## config.mk

```make
export PLATFORM = sky130hd
export DESIGN_NAME = mult_seq_ctrl_flat
export DESIGN_NICKNAME = d
export VERILOG_FILES = /design/src/rtl/mult_seq_ctrl_if.sv /design/src/rtl/mult_seq_ctrl.sv /design/src/flat_wrapper.sv
export SDC_FILE = /design/constraint.sdc
export NUM_CORES = 1
export LEC_CHECK = 0
export ABC_AREA = 1
export BUFFER_PORTS_ARGS = -buffer_cell sky130_fd_sc_hd__buf_2
export CAP_MARGIN = 10
export CORE_MARGIN = 1
export CORE_UTILIZATION = 45
export DETAILED_ROUTE_END_ITERATION = 10
export MAX_ROUTING_LAYER = met4
export PLACE_DENSITY = 0.77
export SLEW_MARGIN = 20
export SYNTH_ARGS = -nofsm -noshare
export SYNTH_HDL_FRONTEND = slang
export SYNTH_SLANG_ARGS = --single-unit
```

## constraint.sdc

```tcl
create_clock -name clk -period 1.4 [get_ports clk]
set_input_delay 0.28 -clock clk [delete_from_list [all_inputs] [get_ports clk]]
set_output_delay 0.28 -clock clk [all_outputs]
set_load 0.02 [all_outputs]
```

## src/rtl/mult_seq_ctrl_if.sv

```systemverilog
// Handshake and shared-adder bus for the shift-add multiplier sequencer.
// slave = sequencer side, master = requester plus external adder side.
interface mult_seq_ctrl_if #(
  parameter int WIDTH = 16
);
  logic               start;
  logic [WIDTH-1:0]   op_a;
  logic [WIDTH-1:0]   op_b;
  logic               ready;
  logic               busy;
  logic               done;
  logic [2*WIDTH-1:0] result;
  logic [WIDTH-1:0]   add_inA;
  logic [WIDTH-1:0]   add_inB;
  logic               add_cin;
  logic [WIDTH-1:0]   add_sum;
  logic               add_cout;

  modport slave (
    input  start, op_a, op_b, add_sum, add_cout,
    output ready, busy, done, result, add_inA, add_inB, add_cin
  );

  modport master (
    output start, op_a, op_b, add_sum, add_cout,
    input  ready, busy, done, result, add_inA, add_inB, add_cin
  );
endinterface

```

## src/rtl/mult_seq_ctrl.sv

```systemverilog
// Unsigned shift-add multiplier sequencer driving a shared external adder.
// Optional macro MULT_ZERO_SKIP_EN: zero operands finish in one cycle.
module mult_seq_ctrl #(
  parameter int WIDTH = 16,
  parameter int CNT_W = 5
) (
  input  logic           clk,
  input  logic           rst_n,
  mult_seq_ctrl_if.slave bus
);

  typedef enum logic [1:0] {
    S_IDLE = 2'd0,
    S_RUN  = 2'd1,
    S_DONE = 2'd2
  } state_t;

  localparam logic [CNT_W-1:0] LAST_CNT = CNT_W'(WIDTH - 1);

  state_t           r_state;
  state_t           w_next;
  logic [WIDTH-1:0] r_mcand;
  logic [WIDTH-1:0] r_hi;
  logic [WIDTH-1:0] r_lo;
  logic [CNT_W-1:0] r_count;
  logic             w_accept;
  logic             w_skip;

  assign w_accept = (r_state != S_RUN) && bus.start;

`ifdef MULT_ZERO_SKIP_EN
  assign w_skip = (bus.op_a == '0) || (bus.op_b == '0);
`else
  assign w_skip = 1'b0;
`endif

  always_ff @(posedge clk or negedge rst_n) begin
    if (!rst_n) begin
      r_state <= S_IDLE;
    end else begin
      r_state <= w_next;
    end
  end

  always_comb begin
    w_next = r_state;
    case (r_state)
      S_IDLE, S_DONE: begin
        if (bus.start) begin
          w_next = w_skip ? S_DONE : S_RUN;
        end else begin
          w_next = S_IDLE;
        end
      end
      S_RUN: begin
        if (r_count == LAST_CNT) begin
          w_next = S_DONE;
        end
      end
      default: w_next = S_IDLE;
    endcase
  end

  // The adder carry-out becomes the new MSB so the running partial product never overflows.
  always_ff @(posedge clk or negedge rst_n) begin
    if (!rst_n) begin
      r_mcand <= '0;
      r_hi    <= '0;
      r_lo    <= '0;
      r_count <= '0;
    end else if (w_accept) begin
      r_mcand <= bus.op_a;
      r_hi    <= '0;
      r_lo    <= w_skip ? '0 : bus.op_b;
      r_count <= '0;
    end else if (r_state == S_RUN) begin
      r_hi    <= {bus.add_cout, bus.add_sum[WIDTH-1:1]};
      r_lo    <= {bus.add_sum[0], r_lo[WIDTH-1:1]};
      r_count <= r_count + 1'b1;
    end
  end

  always_comb begin
    bus.ready   = (r_state != S_RUN);
    bus.busy    = (r_state == S_RUN);
    bus.done    = (r_state == S_DONE);
    bus.result  = {r_hi, r_lo};
    bus.add_cin = 1'b0;
    bus.add_inA = '0;
    bus.add_inB = '0;
    if (r_state == S_RUN) begin
      bus.add_inA = r_hi;
      bus.add_inB = r_lo[0] ? r_mcand : '0;
    end
  end

endmodule

```

## src/flat_wrapper.sv

```systemverilog
// flat-port wrapper written by rule: the top's interface ports become plain ports
module mult_seq_ctrl_flat 
#(
  parameter int WIDTH = 16,
  parameter int CNT_W = 5
)
  (clk, rst_n, bus_start, bus_op_a, bus_op_b, bus_add_sum, bus_add_cout, bus_ready, bus_busy, bus_done, bus_result, bus_add_inA, bus_add_inB, bus_add_cin);
  mult_seq_ctrl_if #(.WIDTH(WIDTH)) bus_i ();
  input  logic clk;
  input  logic rst_n;
  input wire logic [$bits(bus_i.start)-1:0] bus_start;
  input wire logic [$bits(bus_i.op_a)-1:0] bus_op_a;
  input wire logic [$bits(bus_i.op_b)-1:0] bus_op_b;
  input wire logic [$bits(bus_i.add_sum)-1:0] bus_add_sum;
  input wire logic [$bits(bus_i.add_cout)-1:0] bus_add_cout;
  output wire logic [$bits(bus_i.ready)-1:0] bus_ready;
  output wire logic [$bits(bus_i.busy)-1:0] bus_busy;
  output wire logic [$bits(bus_i.done)-1:0] bus_done;
  output wire logic [$bits(bus_i.result)-1:0] bus_result;
  output wire logic [$bits(bus_i.add_inA)-1:0] bus_add_inA;
  output wire logic [$bits(bus_i.add_inB)-1:0] bus_add_inB;
  output wire logic [$bits(bus_i.add_cin)-1:0] bus_add_cin;
  assign bus_i.start = bus_start;
  assign bus_i.op_a = bus_op_a;
  assign bus_i.op_b = bus_op_b;
  assign bus_i.add_sum = bus_add_sum;
  assign bus_i.add_cout = bus_add_cout;
  assign bus_ready = bus_i.ready;
  assign bus_busy = bus_i.busy;
  assign bus_done = bus_i.done;
  assign bus_result = bus_i.result;
  assign bus_add_inA = bus_i.add_inA;
  assign bus_add_inB = bus_i.add_inB;
  assign bus_add_cin = bus_i.add_cin;
  mult_seq_ctrl #(.WIDTH(WIDTH), .CNT_W(CNT_W)) u_core (.clk(clk), .rst_n(rst_n), .bus(bus_i));
endmodule
```

# Word-level counts from Yosys, hierarchy flattened
# Cells that the tools add are included.
# Widths: inputs -> output; s select.
# word_totals
reg_bits,55
input_bits,52
out_inout_bits,68
# classes
add_sub_neg,1
eq_ne,5
muxes,12
n_reduce_logical,4
# ops
op,count
$mux 16,7
$mux 5,2
$add 5x1->5 const B,1
$eq 5x4->1 const B,1
$ne 2x1->1 const B,2
$pmux 2 s2,1
$eq 2x1->1 const B,1
$eq 2x2->1 const B,1
$logic_not 2->1,1
$mux 2,1
$reduce_bool 2->1,1
$reduce_or 2->1,1
$logic_and 1x1->1,1
$mux 1,1

# Depth between registers and ports, before layout
# depth
depth_word,3
mapped_depth,7
mapped_depth_nobuf,6

# Worst setup path before layout
# OpenSTA, ideal clock, no wires.
# synth_timing
path_type,register to output
start,register u_core.r_lo[0]
end,output port bus_add_inB[10]
t_arrival_ns,1.274
required_ns,1.120
slack_ns,-0.154
stages_incl_launch_ff,5
path_buffers,2
cell_sequence,dfrtp_1 -> buf_2 -> clkbuf_1 -> nand2_1 -> nor2_1
# synth_between
elab_chain_cells,2
# synth_lines
item,line,rtl
start: declaration,mult_seq_ctrl.sv:24,logic [WIDTH-1:0] r_lo;
start signal: assignment,mult_seq_ctrl.sv:74,r_lo <= w_skip ? '0 : bus.op_b;
start signal: assignment,mult_seq_ctrl.sv:78,"r_lo <= {bus.add_sum[0], r_lo[WIDTH-1:1]};"
$mux 16,mult_seq_ctrl.sv:93,bus.add_inB = r_lo[0] ? r_mcand : '0;
$mux 16,mult_seq_ctrl.sv:91,if (r_state == S_RUN) begin
end: declaration,flat_wrapper.sv:21,output wire logic [$bits(bus_i.add_inB)-1:0] bus_add_inB;
# No other way between the ends.

# Worst setup path in the final report
# layout_timing
start,register u_core.r_state[1]
end,output port bus_add_inA[7]
# layout_between
elab_chain_cells,2
# layout_lines
item,line,rtl
start: declaration,mult_seq_ctrl.sv:20,state_t r_state;
start signal: assignment,mult_seq_ctrl.sv:41,r_state <= w_next;
$eq 2x1->1,mult_seq_ctrl.sv:91,
$mux 16,mult_seq_ctrl.sv:91,
end: declaration,flat_wrapper.sv:20,output wire logic [$bits(bus_i.add_inA)-1:0] bus_add_inA;
# No other way between the ends.

==> flow_summary.ini <==
[detailed_routing]
vias = 2543
drt-total-wl_mm = 7.16
avgViaCountPerCell = 4.95
routedWlPerCell_um = 13.9
first_pass_iters = 4
drc_errors = 0
ant_nets = 0
drtIter0Drc = 120

[critical_path]
r2r_start = u_core.r_state[1]$_DFFE_PN0P_
reg2reg_slack_ns = 0.07
rr_endpoint = u_core.r_lo[5]$_DFFE_PN0P_
cpLargestDelayFamily = buffers and inverters
path_cells = inv_2 > nand2_8 > buf_12 > nor2_1 > buf_4
worstPathMaxFanout = 10
crit_buf_inv = 3
endpoint_kind = output pin
max_stage_delay_ns = 0.40
cp_slowest_cell = dfrtp_1
reg2reg_depth = 6
start_kind = register
path_class = reg -> out
worstPathArrival_ns = 1.33
required_ns = 1.12

[power]
power.switching_uw = 4070
vdd_drop_max_uv = 1110
p_clk_share_pct = 10.6
p_seq_share_pct = 30.2
powerDensity_nw_per_um2 = 2420
swShare_pct = 45.3
p_leak_uw = 0.00199
comb_power_share_pct = 59.2
power.internal_uw = 4920
total_power_uw = 8980

[floorplan]
io_pins = 120
initial_core_util_pct = 48.1
die_area_sq_um = 5930
die_y_um = 77.0
core_area_sq_um = 5270
die_width_um = 77.0
rows = 26

[min_path]
hold_end = u_core.r_mcand[5]$_DFFE_PN0P_
min_path_type = in -> reg
min_from = bus_op_a[5]
holdPathStages = 3

[clock_network]
cts-htree-levels = 2
cts_buffers = 5
clock_path_buffers = 2
root_buffer = clkbuf_8
cts_sinks = 55
clkTransAtPathRegs_ns = 0.09
tritoncts = yes
insertion_delay_ns = 0.31

[sta]
slew_violations = 0
hold_violations = 0
rsz0062_at_grt = true
finClkSkew_ns = 0.00854
setup_viol = 35
whs_ns = 0.162
finalWorstSetupSlack_ns = -0.214
fin_crit_ns = 1.61
max_freq_ghz = 0.620
finalCritPeriodShare_pct = 115

[flow_run]
cap_viol_max_count = 0

[cells_and_area]
layout-drive-gt1-share_pct = 40.5
seqCellArea_sq_um = 1380
final_area_sq_um = 3720
antenna_cells = 0
layout.nets = 497
fill_cells = 417
multi_input_area_sq_um = 1070
syn_to_final_growth_pct = 46.9

[logic_synthesis]
synthCells = 314
synthDistinctLibCells = 19
netlist_area_sq_um = 2530
synth_seq_cells = 55
avgSynthCellArea_sq_um = 8.07
syn_nets = 368
seq_area_frac_synth_pct = 54.3
yosysWarnings = 0

[outcome]
outcome = finished with violations
failed_checks = negative setup slack

[global_route]
grt-ovfl-total = 0
grt_pass1_vias = 2496
grtUsageTotal_pct = 25.6
grt_antenna_before_repair = 0
grt_pass1_wl_mm = 11.5
grt_max_degree = 56

[place]
placed_area_sq_um = 3230
place_congestion = 0.755
hpwl_mm = 4.46
port_buffers = 118
power groups by stage:
stage	clock, uW	combinational [uW]	sequential [uW]
CTS	965	4800	2690
finish	949	5320	2720
floorplan	0	2410	3100
global placement	0	4080	2680
detailed placement	0	4210	2700
global route	1030	5770	2800
routing by layer:
metal | track usage (%) | share of wire (%) | vias to the layer above
met3 | 4.64 | 6.0 | 11
met5 | - | 0 | -
met4 | 7.92 | 1.6 | 0
met2 | 42.6 | 51 | 105
met1 | 31.7 | 41 | 1200
li1 | - | - | 1227
worst max path at each step:
| stage | from | endpoint | slack, ns | cells past startpoint |
|---|---|---|---|---|
| after detailed placement | u_core.r_state[1]$_DFFE_PN0P_ | bus_add_inA[13] | 0.05 | 5 |
| after global routing | u_core.r_state[1]$_DFFE_PN0P_ | bus_add_inB[14] | -0.29 | 5 |
| after floorplan | u_core.r_lo[0]$_DFFE_PN0P_ | bus_add_inB[10] | 0.01 | 4 |
| final | u_core.r_state[1]$_DFFE_PN0P_ | bus_add_inA[7] | -0.21 | 5 |
| after CTS | u_core.r_state[1]$_DFFE_PN0P_ | bus_add_inB[3] | -0.17 | 5 |
| after global placement | u_core.r_state[1]$_DFFE_PN0P_ | bus_add_inA[13] | 0.08 | 5 |
cells by family after synthesis:
| group | share of synthesized area (%) |
|---|---|
| AND/OR/NAND/NOR | 31.7 |
| AO/OA/AOI/OAI | 4.25 |
| adder cells (fa/ha/maj) | 0.988 |
| flip-flops | 54.3 |
| other | 0.148 |
| buffers and inverters | 8.55 |
sequential cells by signal (all words and copies together), names as in the netlist:
register and cells:
u_core.r_count 5, u_core.r_state 2, u_core.r_mcand 16, u_core.r_hi 16
u_core.r_lo 16
cells in the final DEF, fill, tap and decap left out, drive strengths merged, types with 2 or more instances in the layout:
| master | synthesis | layout |
|---|---|---|
| dfrtp | 55 | 55 |
| buf | 15 | 135 |
| o21ai | 18 | 18 |
| nor2 | 39 | 39 |
| inv | 24 | 24 |
| ha | 2 | 2 |
| clkbuf | 1 | 9 |
| nand2 | 123 | 123 |
| nand3 | 33 | 33 |
| o22ai | 2 | 2 |
cell type report:
cell class | instances | share of cell area (%)
multi-input cells | 219 | 28.7
repair buffers | 138 | 26.6
clock buffers | 8 | 2.69
inverters | 24 | 2.62
well taps | 70 | 2.35
flip-flops and latches | 55 | 37.0
Yosys cell counts:
library cell	n	area, sq um
nand2_1	120	450
dfrtp_1	55	1380
nor2_1	38	143
nand3_1	33	165
inv_1	19	71.3
o21ai_0	10	50.1
o21ai_1	8	40.0
buf_2	6	30.0
buf_6	6	67.6
inv_2	4	15.0
buf_4	3	22.5
nand2_4	3	33.8
ha_1	2	25.0
o22ai_1	2	12.5
a21oi_1	1	5.00
clkbuf_1	1	3.75
conb_1	1	3.75
inv_4	1	6.26
nor2_4	1	11.3
through the flow:
step,util [%],setup TNS [ns],worst slack [ns],cells
2_1_floorplan,-,0,0.0109,314
3_3_place_gp,61.3,0,0.0753,495
3_5_place_dp,61.3,0,0.0522,495
4_1_cts,67.3,-5.11,-0.174,511
5_1_grt,70.6,-8.02,-0.287,514
6_report,70.6,-5.83,-0.214,514
what timing repair did:
| item | CTS | global route |
|---|---|---|
| resized for setup | 47 | 34 |
| pin swaps | 1 | 1 |
| hold buffers | 1 | 0 |
| gates cloned | 1 | 2 |
| endpoints found under the hold margin | 55 | 0 |
| setup endpoints to repair | 35 | 69 |
| setup buffers | 6 | 2 |
worst register-to-register path, cell delays in order, from the launching register on:
cell and delay, ns:
dfrtp_1 0.40, inv_2 0.12, nand2_8 0.09, buf_4 0.18, bufbuf_16 0.28, nand3_1 0.08
nand3_1 0.08
No activity file was read; power rests on OpenSTA's default activity.
